### src/rtl/writeback_ctrl.sv
`default_nettype none
// ============================================================================
//  Module   : writeback_ctrl
//  Brief    : Instruction sequencer for writeback_top. Sweeps the register
//             bank to zero after reset, then runs one load-immediate or ALU
//             instruction at a time through READ/WRITE phases and returns
//             the written value on a response handshake.
//  Revision : 1.0 - initial release
// ============================================================================
module writeback_ctrl #(
   parameter int WIDTH = 4,
   parameter int NREG  = 3,
   parameter int NOPER = 3
) (
   input  logic             clk,
   input  logic             rst,
   input  logic             in_valid,
   output logic             in_ready,
   input  logic             in_ld,
   input  logic [NOPER-1:0] in_op,
   input  logic [NREG-1:0]  in_rd,
   input  logic [NREG-1:0]  in_rs1,
   input  logic [NREG-1:0]  in_rs2,
   input  logic [WIDTH-1:0] in_imm,
   output logic             out_valid,
   input  logic             out_ready,
   output logic [WIDTH-1:0] out_data,
   output logic [NREG-1:0]  out_rd,
   output logic [7:0]       retired_cnt,
   output logic             clear_busy,
   output logic [NREG-1:0]  reg_addr1,
   output logic [NREG-1:0]  reg_addr2,
   output logic [NREG-1:0]  reg_addr3,
   output logic [WIDTH-1:0] data,
   output logic [NOPER-1:0] oper,
   output logic             sel,
   output logic             write_en,
   input  logic [WIDTH-1:0] r_out
);

   // Sweep counter is one bit wider than a register address
   localparam logic [NREG:0] C_LAST = {1'b0, {NREG{1'b1}}};
   localparam logic [NREG:0] C_ONE  = {{NREG{1'b0}}, 1'b1};

   typedef enum logic [2:0] {
      S_CLEAR = 3'd0,
      S_IDLE  = 3'd1,
      S_READ  = 3'd2,
      S_WRITE = 3'd3,
      S_RESP  = 3'd4
   } state_t;

   state_t             r_state;
   state_t             w_next;

   logic [NREG:0]      r_cnt;
   logic               r_ld;
   logic [NOPER-1:0]   r_op;
   logic [NREG-1:0]    r_rd;
   logic [NREG-1:0]    r_rs1;
   logic [NREG-1:0]    r_rs2;
   logic [WIDTH-1:0]   r_imm;
   logic [WIDTH-1:0]   r_out_data;
   logic [NREG-1:0]    r_out_rd;
   logic [7:0]         r_retired;

   logic               w_in_ready;
   logic               w_out_valid;
   logic               w_clear_busy;
   logic [NREG-1:0]    w_addr3;
   logic [WIDTH-1:0]   w_data;
   logic [NOPER-1:0]   w_oper;
   logic               w_sel;
   logic               w_write_en;

   // State register
   always_ff @(posedge clk) begin
      if (rst) r_state <= S_CLEAR;
      else     r_state <= w_next;
   end

   // Next-state decode and Moore datapath controls
   always_comb begin
      w_next       = r_state;
      w_in_ready   = 1'b0;
      w_out_valid  = 1'b0;
      w_clear_busy = 1'b0;
      w_addr3      = '0;
      w_data       = '0;
      w_oper       = '0;
      w_sel        = 1'b0;
      w_write_en   = 1'b0;
      case (r_state)
         S_CLEAR: begin
            w_write_en   = 1'b1;
            w_sel        = 1'b1;
            w_addr3      = r_cnt[NREG-1:0];
            w_clear_busy = 1'b1;
            if (r_cnt == C_LAST) w_next = S_IDLE;
         end
         S_IDLE: begin
            w_in_ready = 1'b1;
            if (in_valid) w_next = S_READ;
         end
         S_READ: begin
            w_oper = r_op;
            w_next = S_WRITE;
         end
         S_WRITE: begin
            w_oper     = r_op;
            w_addr3    = r_rd;
            w_sel      = r_ld;
            w_data     = r_ld ? r_imm : '0;
            w_write_en = 1'b1;
            w_next     = S_RESP;
         end
         S_RESP: begin
            w_out_valid = 1'b1;
            if (out_ready) w_next = S_IDLE;
         end
         default: w_next = S_CLEAR;
      endcase
   end

   // Sweep counter, instruction capture, result capture and retire count
   always_ff @(posedge clk) begin
      if (rst) begin
         r_cnt      <= '0;
         r_ld       <= 1'b0;
         r_op       <= '0;
         r_rd       <= '0;
         r_rs1      <= '0;
         r_rs2      <= '0;
         r_imm      <= '0;
         r_out_data <= '0;
         r_out_rd   <= '0;
         r_retired  <= '0;
      end else begin
         if (r_state == S_CLEAR) r_cnt <= r_cnt + C_ONE;
         if (r_state == S_IDLE && in_valid) begin
            r_ld  <= in_ld;
            r_op  <= in_op;
            r_rd  <= in_rd;
            r_rs1 <= in_rs1;
            r_rs2 <= in_rs2;
            r_imm <= in_imm;
         end
         // r_out is still the pre-write value during WRITE
         if (r_state == S_WRITE) begin
            r_out_data <= r_ld ? r_imm : r_out;
            r_out_rd   <= r_rd;
         end
         if (r_state == S_RESP && out_ready) r_retired <= r_retired + 8'd1;
      end
   end

   // Every output is forced low while reset is held
   assign in_ready    = w_in_ready   & ~rst;
   assign out_valid   = w_out_valid  & ~rst;
   assign clear_busy  = w_clear_busy & ~rst;
   assign write_en    = w_write_en   & ~rst;
   assign sel         = w_sel        & ~rst;
   assign reg_addr3   = rst ? '0 : w_addr3;
   assign data        = rst ? '0 : w_data;
   assign oper        = rst ? '0 : w_oper;
   assign reg_addr1   = rst ? '0 : r_rs1;
   assign reg_addr2   = rst ? '0 : r_rs2;
   assign out_data    = rst ? '0 : r_out_data;
   assign out_rd      = rst ? '0 : r_out_rd;
   assign retired_cnt = rst ? '0 : r_retired;

endmodule
`default_nettype wire

### config.mk
export PLATFORM = sky130hd
export DESIGN_NAME = writeback_ctrl
export DESIGN_NICKNAME = d
export VERILOG_FILES = /design/src/rtl/writeback_ctrl.sv
export SDC_FILE = /design/constraint.sdc
export NUM_CORES = 1
export LEC_CHECK = 0
export CAP_MARGIN = 15
export CORE_MARGIN = 1.5
export CORE_UTILIZATION = 40
export CTS_CLUSTER_DIAMETER = 30
export DETAILED_ROUTE_END_ITERATION = 16
export GPL_TIMING_DRIVEN = 0
export PLACE_DENSITY_LB_ADDON = 0.08
export RECOVER_POWER = 100
export SYNTH_ARGS = -nofsm -noshare
export SYNTH_HDL_FRONTEND = slang
export SYNTH_SLANG_ARGS = --single-unit
### constraint.sdc
create_clock -name clk -period 2.9 [get_ports clk]
set_input_delay 0.87 -clock clk [delete_from_list [all_inputs] [get_ports clk]]
set_output_delay 0.87 -clock clk [all_outputs]
set_load 0.05 [all_outputs]
==> results summary <==
The adder and majority cell fraction of the synthesized area is under 10%. The proportion of layout cells with a drive suffix above 1 came out at 21.19%. After Yosys synthesis, and, or, nand and nor cells account for 33.36% of the synthesized area. The multi-input gate area in the final layout came out at 1003 um2.

The synthesized-area fraction occupied by ao, oa, aoi and oai cells came out at between 10% and 20%. The highest net fanout along the worst path came out at 10. The async set-reset flop share out of synthesis is 0%.

For this design, the sink count on the clock tree is 39. The switching power share of the total is between 20% and 30%. The actual slew at the worst max-slew pin came out at approximately 550 ps. The area growth from synthesis to layout came out at 39.89%. In this run the standard cell core region covers about 4400 um2. The number of DRC markers after the initial detailed-route iteration is roughly 50.

The worst hold slack after final layout came out at about 450 ps. The setup slack of the critical path after layout is 56.04 ps. The arrival time of the worst setup path came out at 1970 ps. The start-to-end type of the worst setup path is in -> out. The clock tree skew after final layout came out at just over 6 ps. The floorplan die height came out at ~71 um.

Yosys attributes the largest share of cell area to dfxtp_1 42%, nand2_1 9.9%, a21oi_1 8.6%. The max capacitance violation total came out at 0. In this run, synthesis inferred 0 flip-flops with an integrated enable. The all-layer global routing usage came out at between 15 and 20%. The floorplan step defined a die boundary enclosing a little over 5000 um2. The commonest cells after synthesis are 49 x nand2_1, 39 x dfxtp_1, 32 x a21oi_1.

Combinational logic is responsible for 8.9% of the overall power. The number of antenna diodes in the final layout is 0. The floorplan row count is 24. The sum of buffers and inverters on the critical path came out at 4.

For the finished layout, the period the worst path requires is around 2800 ps. The weighted congestion reported at the end of routability-driven placement came out at 0.7984. Setup violations remaining at the end of the flow were counted as 0. The first global-routing pass estimated ~7300 um of wire. The flip-flop and latch area is 780.7 um2. After synthesis, the largest family of logic cells by area is simple AND/OR/NAND/NOR gates. The met3 track demand over resource in global routing is 4.131%. At the placement stage, the worst setup path has a slack of -1164 ps.

Detailed placement ended at an HPWL of roughly 3300 um. The portion of the clock cycle consumed by the worst path in the final layout is between 90% and 100%. In the global route stage, met1 resource usage came out at about 25%. Among all flip-flop cells after synthesis, the most frequent one is dfxtp_1. The power per cell area is 456.8 nW/um2. The total CTS buffers came out at 5.

In this run the remaining antenna-violating nets after routing total 0. The analysis attributes to cell leakage a power of 0.0009839 uW. The number of primary I/O pins is 61. In this design, the critical path's most frequently occurring cell is clkbuf_4. From left edge to right edge, the die measures about 70 um. The clock tree buffer depth is 2. After the last flow step, the layout net total stands at 328. The count of state elements after synthesis is 39. The count of buffers added on input and output ports is 60.

The multiplexer area fraction after synthesis came out at approximately 5.7%. The cell family contributing the most delay on the critical path is buffers and inverters. Setup repair after global routing left no endpoint under its margin. The number of remaining DRC errors is 0. The distinct cell type count after synthesis came out at 34. The net count after synthesis is 261.

STA classifies the critical path endpoint as a primary output. For this design, the slowest cell found on the critical path is buf_2. The via count of the first global-routing pass is roughly 1,600. The run finished with clean final reports. The required arrival time at the worst endpoint is ~2000 ps. The part of the power in registers came out at between 40 and 50%. During synthesis, Yosys emitted a total of 0 warnings.

The ratio of routed vias to standard cells came out at approximately 5. The initial antenna violation count is 0. For the worst-skew pair, the clock arrives at the later sink with an insertion delay of ~290 ps. The area share of the largest cell type after synthesis came out at 42.05%.

The xor/xnor share of the synthesized area came out at less than 1%. The normalized max-slew margin came out at between 60 and 70%. The per-instance average area after synthesis is just under 8 um2. The internal power contribution is around 930 uW. The routed wire length came out at 4593 um. The timing-limited maximum frequency is between 0.3 and 0.4 GHz. Entering global routing, the biggest net connects 13 pins. The H-tree generated during clock tree synthesis spans 2 levels. The cell sitting at the root of the clock tree is a clkbuf_8.

The clock share of power came out at between 40% and 50%. The filler cell count is roughly 440. The post-route setup TNS is 0 ps. The synthesized design spends more area on one cell type than any other, namely dfxtp_1. The highest ir drop seen on vdd is 408.2 uV. The signal on the critical path passes through clkdlybuf4s15_2, clkbuf_4, clkbuf_4, a21oi_1, buf_2. The global routing met2 resource utilization is 29.39%. After detailed routing, the average wire length per cell comes to 12.97 um. The total overflow left after global routing is 0. The worst setup path is launched from an input port.

The detailed-router iteration count before antenna repair came out at 4. The number of max-slew violations in the final report is 0. The net switching power of the design came out at about 250 uW.

The register clock-pin slew on the reported worst setup and hold paths is approximately 70 ps. The tightest min-delay check is of the reg -> reg type. TritonCTS built the clock tree. After synthesis, flip-flops and latches occupy between 40% and 50% of the total area. The number of hold-slack violations in the final timing report came out at 0.

The effective utilization at floorplan is a little over two fifths. The layer flagged by global routing as most heavily used is met2. By instance count, the leading cell after synthesis is nand2_1. The gate count after technology mapping came out at 234.

The number of setup buffers added after CTS came out at 0. In this design, the stage delay of the slowest critical-path cell is 280 ps. The vias after detailed routing came out at approximately 1,800.

The netlist area before placement is roughly 1900 um2. The overall power consumption is approximately 1200 uW.
==> power by group through the flow <==
stage | Combinational, uW | Sequential (uW) | Clock [uW]
after floorplan | 52.5 | 557 | 0
after CTS | 106 | 546 | 544
after detailed placement | 108 | 558 | 0
after global placement | 108 | 558 | 0
after global routing | 116 | 546 | 560
final | 106 | 546 | 535
==> cells in the final DEF (no fill, tap or decap), drive strengths merged, types with 11 or more instances in the layout <==
cell / n
a21oi: 32
buf: 11
clkbuf: 35
clkdlybuf4s15: 11
clkdlybuf4s50: 21
dfxtp: 39
nand2: 49
nor2: 17
nor2b: 21
==> cell families after synthesis <==
logic type,Yosys count
and+or+nand+nor,120
AOI/OAI and AO/OA,41
DFF,39
buffers and inverters,20
muxes,10
xor gates and xnor gates,2
adders and majority gates,2
==> per-stage QoR <==
step,cell area (um2),instances,utilization [%]
global placement,2531,346,57.34
detailed placement,2531,346,57.34
finish,2597,354,58.84
CTS,2654,354,60.12
floorplan,1866,234,-
global route,2597,354,58.84
==> tightest hold or removal path, stage by stage (launching register included) <==
cell and delay, ps:
dfxtp_1 310, nand2_1 50, a21oi_1 50
==> registers in the layout, summed over array words and instances, names as in the netlist <==
register,count
r_cnt,4
r_imm,4
r_ld,1
r_op,3
r_out_data,4
r_out_rd,3
r_rd,3
r_retired,8
r_rs1,3
r_rs2,3
r_state,3
==> worst paths after layout <==
check                          end  slack (ps)  cells past startpoint                     from
min reg2reg  r_rs1[2]$_SDFFE_PP0P_         450                      2    r_rs1[2]$_SDFFE_PP0P_
max reg2reg   r_rd[1]$_SDFFE_PP0P_        1200                      5  r_state[1]$_SDFFE_PP0P_
min          r_rs1[2]$_SDFFE_PP0P_         450                      2    r_rs1[2]$_SDFFE_PP0P_
max                   reg_addr3[2]          60                      5                      rst
==> routing by layer <==
metal | routed length, um | part of all wire, %
met1 | 2186 | 48
met5 | 0 | 0
met4 | 57 | 1.2
met3 | 249 | 5.4
met2 | 2101 | 46
==> what timing repair did <==
action,in CTS,in global routing
hold buffers,0,0
cloned,0,0
gates resized for setup,124,30
setup endpoints to repair,36,19
==> final cells by class <==
class / instances / share of cell area (%)
Buffer: 17 / 3.565
Timing Repair Buffer: 60 / 19.70
Inverter: 3 / 0.4335
Multi-Input combinational cell: 175 / 38.63
Tap cell: 52 / 2.505
Clock buffer: 6 / 2.794
Sequential cell: 39 / 30.06
Clock inverter: 2 / 2.312
Power figures use the tool's default switching activity.
